### config.mk
export PLATFORM = sky130hd
export DESIGN_NAME = dcsk_demodulator_flat
export DESIGN_NICKNAME = d
export VERILOG_FILES = /design/src/rtl/dcsk_demodulator_if.sv /design/src/rtl/dcsk_demodulator.sv /design/src/flat_wrapper.sv
export SDC_FILE = /design/constraint.sdc
export NUM_CORES = 1
export LEC_CHECK = 0
export ABC_AREA = 1
export CORE_MARGIN = 1.5
export CORE_UTILIZATION = 54
export CTS_BUF_LIST = sky130_fd_sc_hd__clkbuf_8
export DETAILED_ROUTE_END_ITERATION = 16
export DONT_BUFFER_PORTS = 1
export GPL_TIMING_DRIVEN = 0
export HOLD_SLACK_MARGIN = 0.15
export PLACE_DENSITY = 0.67
export SLEW_MARGIN = 40
export SYNTH_ARGS = -nofsm -noshare
export SYNTH_HDL_FRONTEND = slang
export SYNTH_SLANG_ARGS = --single-unit
### constraint.sdc
create_clock -name i_clk -period 3.3 [get_ports i_clk]
set_clock_uncertainty 0.2 [all_clocks]
set_input_delay 0.495 -clock i_clk [delete_from_list [all_inputs] [get_ports i_clk]]
set_output_delay 0.495 -clock i_clk [all_outputs]
set_load 0.02 [all_outputs]
### src/rtl/dcsk_demodulator_if.sv
// Chip-stream / message handshake bundle for the DCSK demodulator.
interface dcsk_demodulator_if #(
    parameter int MSG_WIDTH = 32
);
    logic                 i_chip;
    logic                 i_chip_valid;
    logic                 i_start;
    logic [1:0]           i_spreading_factor;
    logic [MSG_WIDTH-1:0] o_msg;
    logic                 o_msg_valid;
    logic                 i_msg_ready;
    logic                 o_busy;
    logic                 o_overrun;

    // Driver side: chip front end plus message consumer
    modport master (
        output i_chip, i_chip_valid, i_start, i_spreading_factor, i_msg_ready,
        input  o_msg, o_msg_valid, o_busy, o_overrun
    );

    // Demodulator side
    modport slave (
        input  i_chip, i_chip_valid, i_start, i_spreading_factor, i_msg_ready,
        output o_msg, o_msg_valid, o_busy, o_overrun
    );
endinterface

### src/rtl/dcsk_demodulator.sv
// DCSK receiver: stores each bit's reference half, counts data-half
// mismatches against it, hard-decides the bit, and assembles MSG_WIDTH
// bits into a message held in a valid/ready output register.
// SF code: 0/1/2/3 -> 2/4/8/16 chips per half.
module dcsk_demodulator #(
    parameter int MSG_WIDTH = 32
) (
    input  logic              i_clk,
    input  logic              i_rst,
    dcsk_demodulator_if.slave bus
);
    localparam int BW = $clog2(MSG_WIDTH) + 1;

    typedef enum logic [1:0] {IDLE, REF, DATA} state_e;

    state_e               state_q;
    logic [1:0]           sf_code_q;
    logic [15:0]          ref_buf_q;
    logic [3:0]           chip_idx_q;
    logic [4:0]           mismatch_q;
    logic [BW-1:0]        bit_cnt_q;
    logic [MSG_WIDTH-1:0] sipo_q;
    logic [MSG_WIDTH-1:0] msg_q;
    logic                 msg_valid_q;
    logic                 busy_q;
    logic                 overrun_q;

    logic [4:0]           sf_chips;
    logic [3:0]           last_idx;
    logic [4:0]           mismatch_d;
    logic                 bit_d;
    logic [MSG_WIDTH-1:0] sipo_d;
    logic                 last_chip;
    logic                 take_msg;

    // Decision path: mismatch total includes the current chip; a tie decides 0
    always_comb begin
        sf_chips   = 5'd2 << sf_code_q;
        last_idx   = 4'(sf_chips - 5'd1);
        mismatch_d = mismatch_q + {4'd0, bus.i_chip ^ ref_buf_q[chip_idx_q]};
        bit_d      = mismatch_d > (sf_chips >> 1);
        sipo_d     = {sipo_q[MSG_WIDTH-2:0], bit_d};
        last_chip  = (chip_idx_q == last_idx);
        take_msg   = !msg_valid_q || bus.i_msg_ready;
    end

    // Frame FSM, correlator counters and output message register
    always_ff @(posedge i_clk) begin
        if (i_rst) begin
            state_q     <= IDLE;
            sf_code_q   <= 2'd0;
            ref_buf_q   <= '0;
            chip_idx_q  <= '0;
            mismatch_q  <= '0;
            bit_cnt_q   <= '0;
            sipo_q      <= '0;
            msg_q       <= '0;
            msg_valid_q <= 1'b0;
            busy_q      <= 1'b0;
            overrun_q   <= 1'b0;
        end else begin
            overrun_q <= 1'b0;
            // Consumption; a completion load below in the same cycle wins
            if (msg_valid_q && bus.i_msg_ready)
                msg_valid_q <= 1'b0;

            if (bus.i_chip_valid) begin
                if (bus.i_start) begin
                    // Frame sync from any state: drop any partial frame, relatch SF
                    state_q      <= REF;
                    busy_q       <= 1'b1;
                    sf_code_q    <= bus.i_spreading_factor;
                    ref_buf_q[0] <= bus.i_chip;
                    chip_idx_q   <= 4'd1;
                    bit_cnt_q    <= '0;
                end else begin
                    case (state_q)
                        REF: begin
                            ref_buf_q[chip_idx_q] <= bus.i_chip;
                            if (last_chip) begin
                                chip_idx_q <= '0;
                                mismatch_q <= '0;
                                state_q    <= DATA;
                            end else begin
                                chip_idx_q <= chip_idx_q + 4'd1;
                            end
                        end
                        DATA: begin
                            mismatch_q <= mismatch_d;
                            if (last_chip) begin
                                sipo_q     <= sipo_d;
                                bit_cnt_q  <= bit_cnt_q + BW'(1);
                                chip_idx_q <= '0;
                                if (bit_cnt_q == BW'(MSG_WIDTH - 1)) begin
                                    state_q <= IDLE;
                                    busy_q  <= 1'b0;
                                    if (take_msg) begin
                                        msg_q       <= sipo_d;
                                        msg_valid_q <= 1'b1;
                                    end else begin
                                        overrun_q <= 1'b1;
                                    end
                                end else begin
                                    state_q <= REF;
                                end
                            end else begin
                                chip_idx_q <= chip_idx_q + 4'd1;
                            end
                        end
                        default: ;
                    endcase
                end
            end
        end
    end

    assign bus.o_msg       = msg_q;
    assign bus.o_msg_valid = msg_valid_q;
    assign bus.o_busy      = busy_q;
    assign bus.o_overrun   = overrun_q;
endmodule

### src/flat_wrapper.sv
// flat-port wrapper written by rule: the top's interface ports become plain ports
module dcsk_demodulator_flat 
#(
    parameter int MSG_WIDTH = 32
)
  (i_clk, i_rst, bus_i_chip, bus_i_chip_valid, bus_i_start, bus_i_spreading_factor, bus_i_msg_ready, bus_o_msg, bus_o_msg_valid, bus_o_busy, bus_o_overrun);
  dcsk_demodulator_if #(.MSG_WIDTH(MSG_WIDTH)) bus_i ();
  input  logic i_clk;
  input  logic i_rst;
  input wire logic [$bits(bus_i.i_chip)-1:0] bus_i_chip;
  input wire logic [$bits(bus_i.i_chip_valid)-1:0] bus_i_chip_valid;
  input wire logic [$bits(bus_i.i_start)-1:0] bus_i_start;
  input wire logic [$bits(bus_i.i_spreading_factor)-1:0] bus_i_spreading_factor;
  input wire logic [$bits(bus_i.i_msg_ready)-1:0] bus_i_msg_ready;
  output wire logic [$bits(bus_i.o_msg)-1:0] bus_o_msg;
  output wire logic [$bits(bus_i.o_msg_valid)-1:0] bus_o_msg_valid;
  output wire logic [$bits(bus_i.o_busy)-1:0] bus_o_busy;
  output wire logic [$bits(bus_i.o_overrun)-1:0] bus_o_overrun;
  assign bus_i.i_chip = bus_i_chip;
  assign bus_i.i_chip_valid = bus_i_chip_valid;
  assign bus_i.i_start = bus_i_start;
  assign bus_i.i_spreading_factor = bus_i_spreading_factor;
  assign bus_i.i_msg_ready = bus_i_msg_ready;
  assign bus_o_msg = bus_i.o_msg;
  assign bus_o_msg_valid = bus_i.o_msg_valid;
  assign bus_o_busy = bus_i.o_busy;
  assign bus_o_overrun = bus_i.o_overrun;
  dcsk_demodulator #(.MSG_WIDTH(MSG_WIDTH)) u_core (.i_clk(i_clk), .i_rst(i_rst), .bus(bus_i));
endmodule
==> impl_results.md <==
- Simple-gate area share of the yosys netlist: 27.3%
- Initial antenna violation count: 0
- Clock Pin Slew Worst Setup and Hold Paths: 100 ps
- Syn-to-layout area delta: 8.47%
- Post-Synthesis Cell Area: 4390 um^2
- Multiplexer area fraction after synthesis: 0%
- Pwr per Cell Area: 468 nW/um^2
- Clock buffer count from CTS: 9
- Pins Over Slew Limit: 0
- DP Wirelength: 6980 um
- RSZ-0062 raised after global routing: false
- Std-Cell Core Area: 7810 um^2
- Overall routed net length: 9860 um
- Die area: 8670 um^2
- Total GRT Usage: 24.2%
- WS Path Type: flop to flop
- H-Tree Depth: 3
- Crit path launch: u_core.chip_idx_q[0]$_SDFFE_PP0P_
- Final Hold Fails: 0
- Max Freq: 322 MHz
- Comb pwr share: 10.6%
- CP max FO: 10
- Synthesized area per cell: 7.42 um^2
- Sequential share of power: 56.1%
- Cells after Synth: 591
- CP arrival: 3160 ps
- R2R cell count: 20
- Clk pwr share: 33.3%
- End point of the critical path: u_core.bus.o_msg[0]$_SDFFE_PP0P_
- Clock Tree Buf Depth: 2
- Sequential area share after synthesis: 46.1%
- Final worst setup slack: 199 ps
- Initial Util: 56.2%
- Met1 Usage GRT: 32.2%
- Grt met3 use: 5.61%
- Syn_nets: 612
- Synthesis-stage register bit count: 101
- Switching share of power: 28.5%
- Grt total ovfl: 0
- Power, Total: 2.23 mW
- Synth unique cells: 26
- Leakage power: 1.71 nW
- Routed len/inst: 13.9 um
- Outcome: finished, final reports clean
- Critical Path End Type: flop
- P_int: 1.59 mW
- Row count: 32
- Synth Area in XOR/XNOR: 1.80%
- Largest family of logic cells by synthesized area: simple AND/OR/NAND/NOR gates
- Min Tclk post-route: 3100 ps
- Met2 usage: 37.8%
- Buffers on Ports: 0
- Fin nets: 626
- Pre-antenna DRT Iters: 5
- Flip-flop and latch area: 2030 um^2
- Routability cong.: 0.906
- YS warnings: 0
- # fillers: 775
- Die Ht: 93.1 um
- Worst min path class: input port to flop
- Critical Path RT: 3360 ps
- Worst vdd rail ir drop: 0.000336 V
- Critical path launch point type: flop
- Max Cap Viol: 0
- Clk Latency, worst-skew pair: 370 ps
- Final Cycle Share: 94.0%
- Adder-Cell Fraction of Synth Area: 3.71%
- Die width: 93.1 um
- Antenna cell count: 0
- Clk root buf: clkbuf_8
- Layout cell share with drive strength beyond 1: 10.0%
- Reg2reg end: u_core.bus.o_msg[0]$_SDFFE_PP0P_
- Worst slew margin: 58.4%
- R2r setup slk: 200 ps
- Via count: 3,877
- DR iter-0 viols: 181
- CTS Sinks: 101
- First-pass GRT wire length: 16,600 um
- Worst slew pin tran: 624 ps
- Complex-gate fraction of the synthesized area: 14.9%
- IO Pins: 43
- Vias in the first global route: 3,538
- CTS tree: done
- Reg-to-Reg Start: u_core.chip_idx_q[0]$_SDFFE_PP0P_
- Pre-CTS WS: -40.2 ps
- GR peak layer: met2
- DR DRC count: 0
- Pin count of the biggest net entering global routing: 19
- Util after Layout: 60.9%
- Footprint of the multi-input gates: 2110 um^2
- Sw power: 635 uW
- Detail Route Antenna Nets: 0
- Vias per inst: 5.45
- Setup violators final: 0
==> synth_stat cells <==
cell,n,area share [%]
ha_1,13,3.7
inv_1,27,2.3
nor2_1,39,3.3
clkinv_1,2,0.17
nand2_1,150,13
nand4_1,8,1.1
clkbuf_1,14,1.2
nor3_4,2,0.74
xor2_1,7,1.4
nor2_4,2,0.51
buf_2,17,1.9
dfxtp_1,101,46
nand2_2,2,0.29
nor3_1,1,0.11
a21oi_1,97,11
nor2_2,3,0.43
buf_4,1,0.17
o211ai_1,1,0.17
nand3_4,1,0.40
o21ai_0,32,3.7
or2_2,1,0.14
nand3_1,61,7.0
nor3b_1,1,0.17
nand3_2,1,0.23
inv_2,5,0.43
xnor2_1,2,0.40
==> power groups by stage <==
stage / Clock, mW / Sequential, mW / Combinational, mW
after floorplan: 0 / 1.27 / 0.175
after global placement: 0 / 1.27 / 0.225
after detailed placement: 0 / 1.28 / 0.228
after CTS: 0.758 / 1.25 / 0.233
after global routing: 0.812 / 1.25 / 0.269
final: 0.740 / 1.25 / 0.237
==> placed cells by master (no fill, tap or decap), types with 2 or more instances in the layout <==
cell           synthesis  routed
a21oi_1               97      97
dfxtp_2                0       2
xnor2_1                2       2
nand3_1               61      61
nand2_2                2       2
nor3_4                 2       2
clkbuf_1              14      13
o21ai_0               32      31
xor2_1                 7       6
nor2_1                39      36
buf_2                 17      17
inv_1                 27      28
buf_4                  1       2
dfxtp_1              101      98
nor2_2                 3       6
inv_6                  0       3
dlygate4sd3_1          0       3
nand4_1                8       8
clkbuf_8               0       9
nand2_1              150     150
inv_2                  5       5
ha_2                   0       2
nor2_4                 2       2
ha_1                  13      11
==> what timing repair did <==
| action | in CTS | in global routing |
|---|---|---|
| resized for setup | 2 | 15 |
| endpoints found under the setup margin | 2 | 2 |
| setup buffers | 0 | 0 |
| hold endpoints to repair | 3 | 0 |
| gates cloned | 0 | 0 |
| pin swaps | 0 | 2 |
| hold buffers | 3 | 0 |
==> critical path, cell delays in order, from the launching register on <==
cell,delay (ps)
dfxtp_4,380
buf_4,170
nor2_1,90
nor2_1,40
o21ai_0,70
nand2_1,60
nand2_1,50
nand2_1,60
nor2_1,180
xnor2_1,190
ha_2,250
ha_2,290
ha_1,310
inv_1,50
nor2_1,30
o21ai_0,180
nand2_1,70
nand2_1,60
nand2_1,70
nand3_1,110
a21oi_1,70
==> through the flow <==
step	hold slack, ps	area [um^2]	instances	TNS, ps
floorplan	225	4390	591	0
CTS	185	4730	712	0
global route	195	4760	712	0
detailed placement	250	4510	693	-40.2
finish	195	4760	712	0
global placement	245	4510	693	0
==> final cells by class <==
cell class	count	area share, %
Sequential cell	101	42.6
Clock inverter	7	1.21
Buffer	32	3.13
Tap cell	102	2.68
Clock buffer	9	2.60
Timing Repair Buffer	3	0.631
Multi-Input combinational cell	424	44.4
Inverter	34	2.73
==> per-layer routing <==
layer  vias up  part of all wire, %
met3        17                  5.1
met1      1782                   48
met5         -                    0
met2        95                   44
met4         0                  2.5
li1       1983                    -
==> registers in the layout, summed over array words and instances (netlist names) <==
register                count
u_core.bus.o_msg           32
u_core.sipo_q              31
u_core.ref_buf_q           16
u_core.bit_cnt_q            6
u_core.mismatch_q           5
u_core.chip_idx_q           4
u_core.sf_code_q            2
u_core.state_q              2
u_core.bus.o_busy           1
u_core.bus.o_msg_valid      1
u_core.bus.o_overrun        1
==> cells by family (layout without fill, tap and decap cells) <==
logic type / count (synthesis) / count (layout)
xor+xnor: 9 / 9
compound gates: 130 / 130
fa+ha+maj: 13 / 13
simple gates: 272 / 272
buf+inv: 66 / 85
flops: 101 / 101
==> worst min-delay path by stage <==
stage,start,end,slack [ps],cells after the start
floorplan,u_core.ref_buf_q[8]$_SDFFE_PP0P_,u_core.ref_buf_q[8]$_SDFFE_PP0P_,220,2
global placement,u_core.ref_buf_q[12]$_SDFFE_PP0P_,u_core.ref_buf_q[12]$_SDFFE_PP0P_,240,2
detailed placement,u_core.ref_buf_q[12]$_SDFFE_PP0P_,u_core.ref_buf_q[12]$_SDFFE_PP0P_,250,2
CTS,bus_i_start,u_core.mismatch_q[4]$_SDFFE_PP0P_,190,3
global route,bus_i_start,u_core.mismatch_q[3]$_SDFFE_PP0P_,200,3
finish,bus_i_start,u_core.mismatch_q[4]$_SDFFE_PP0P_,200,3
(Power assumes the default switching activity.)
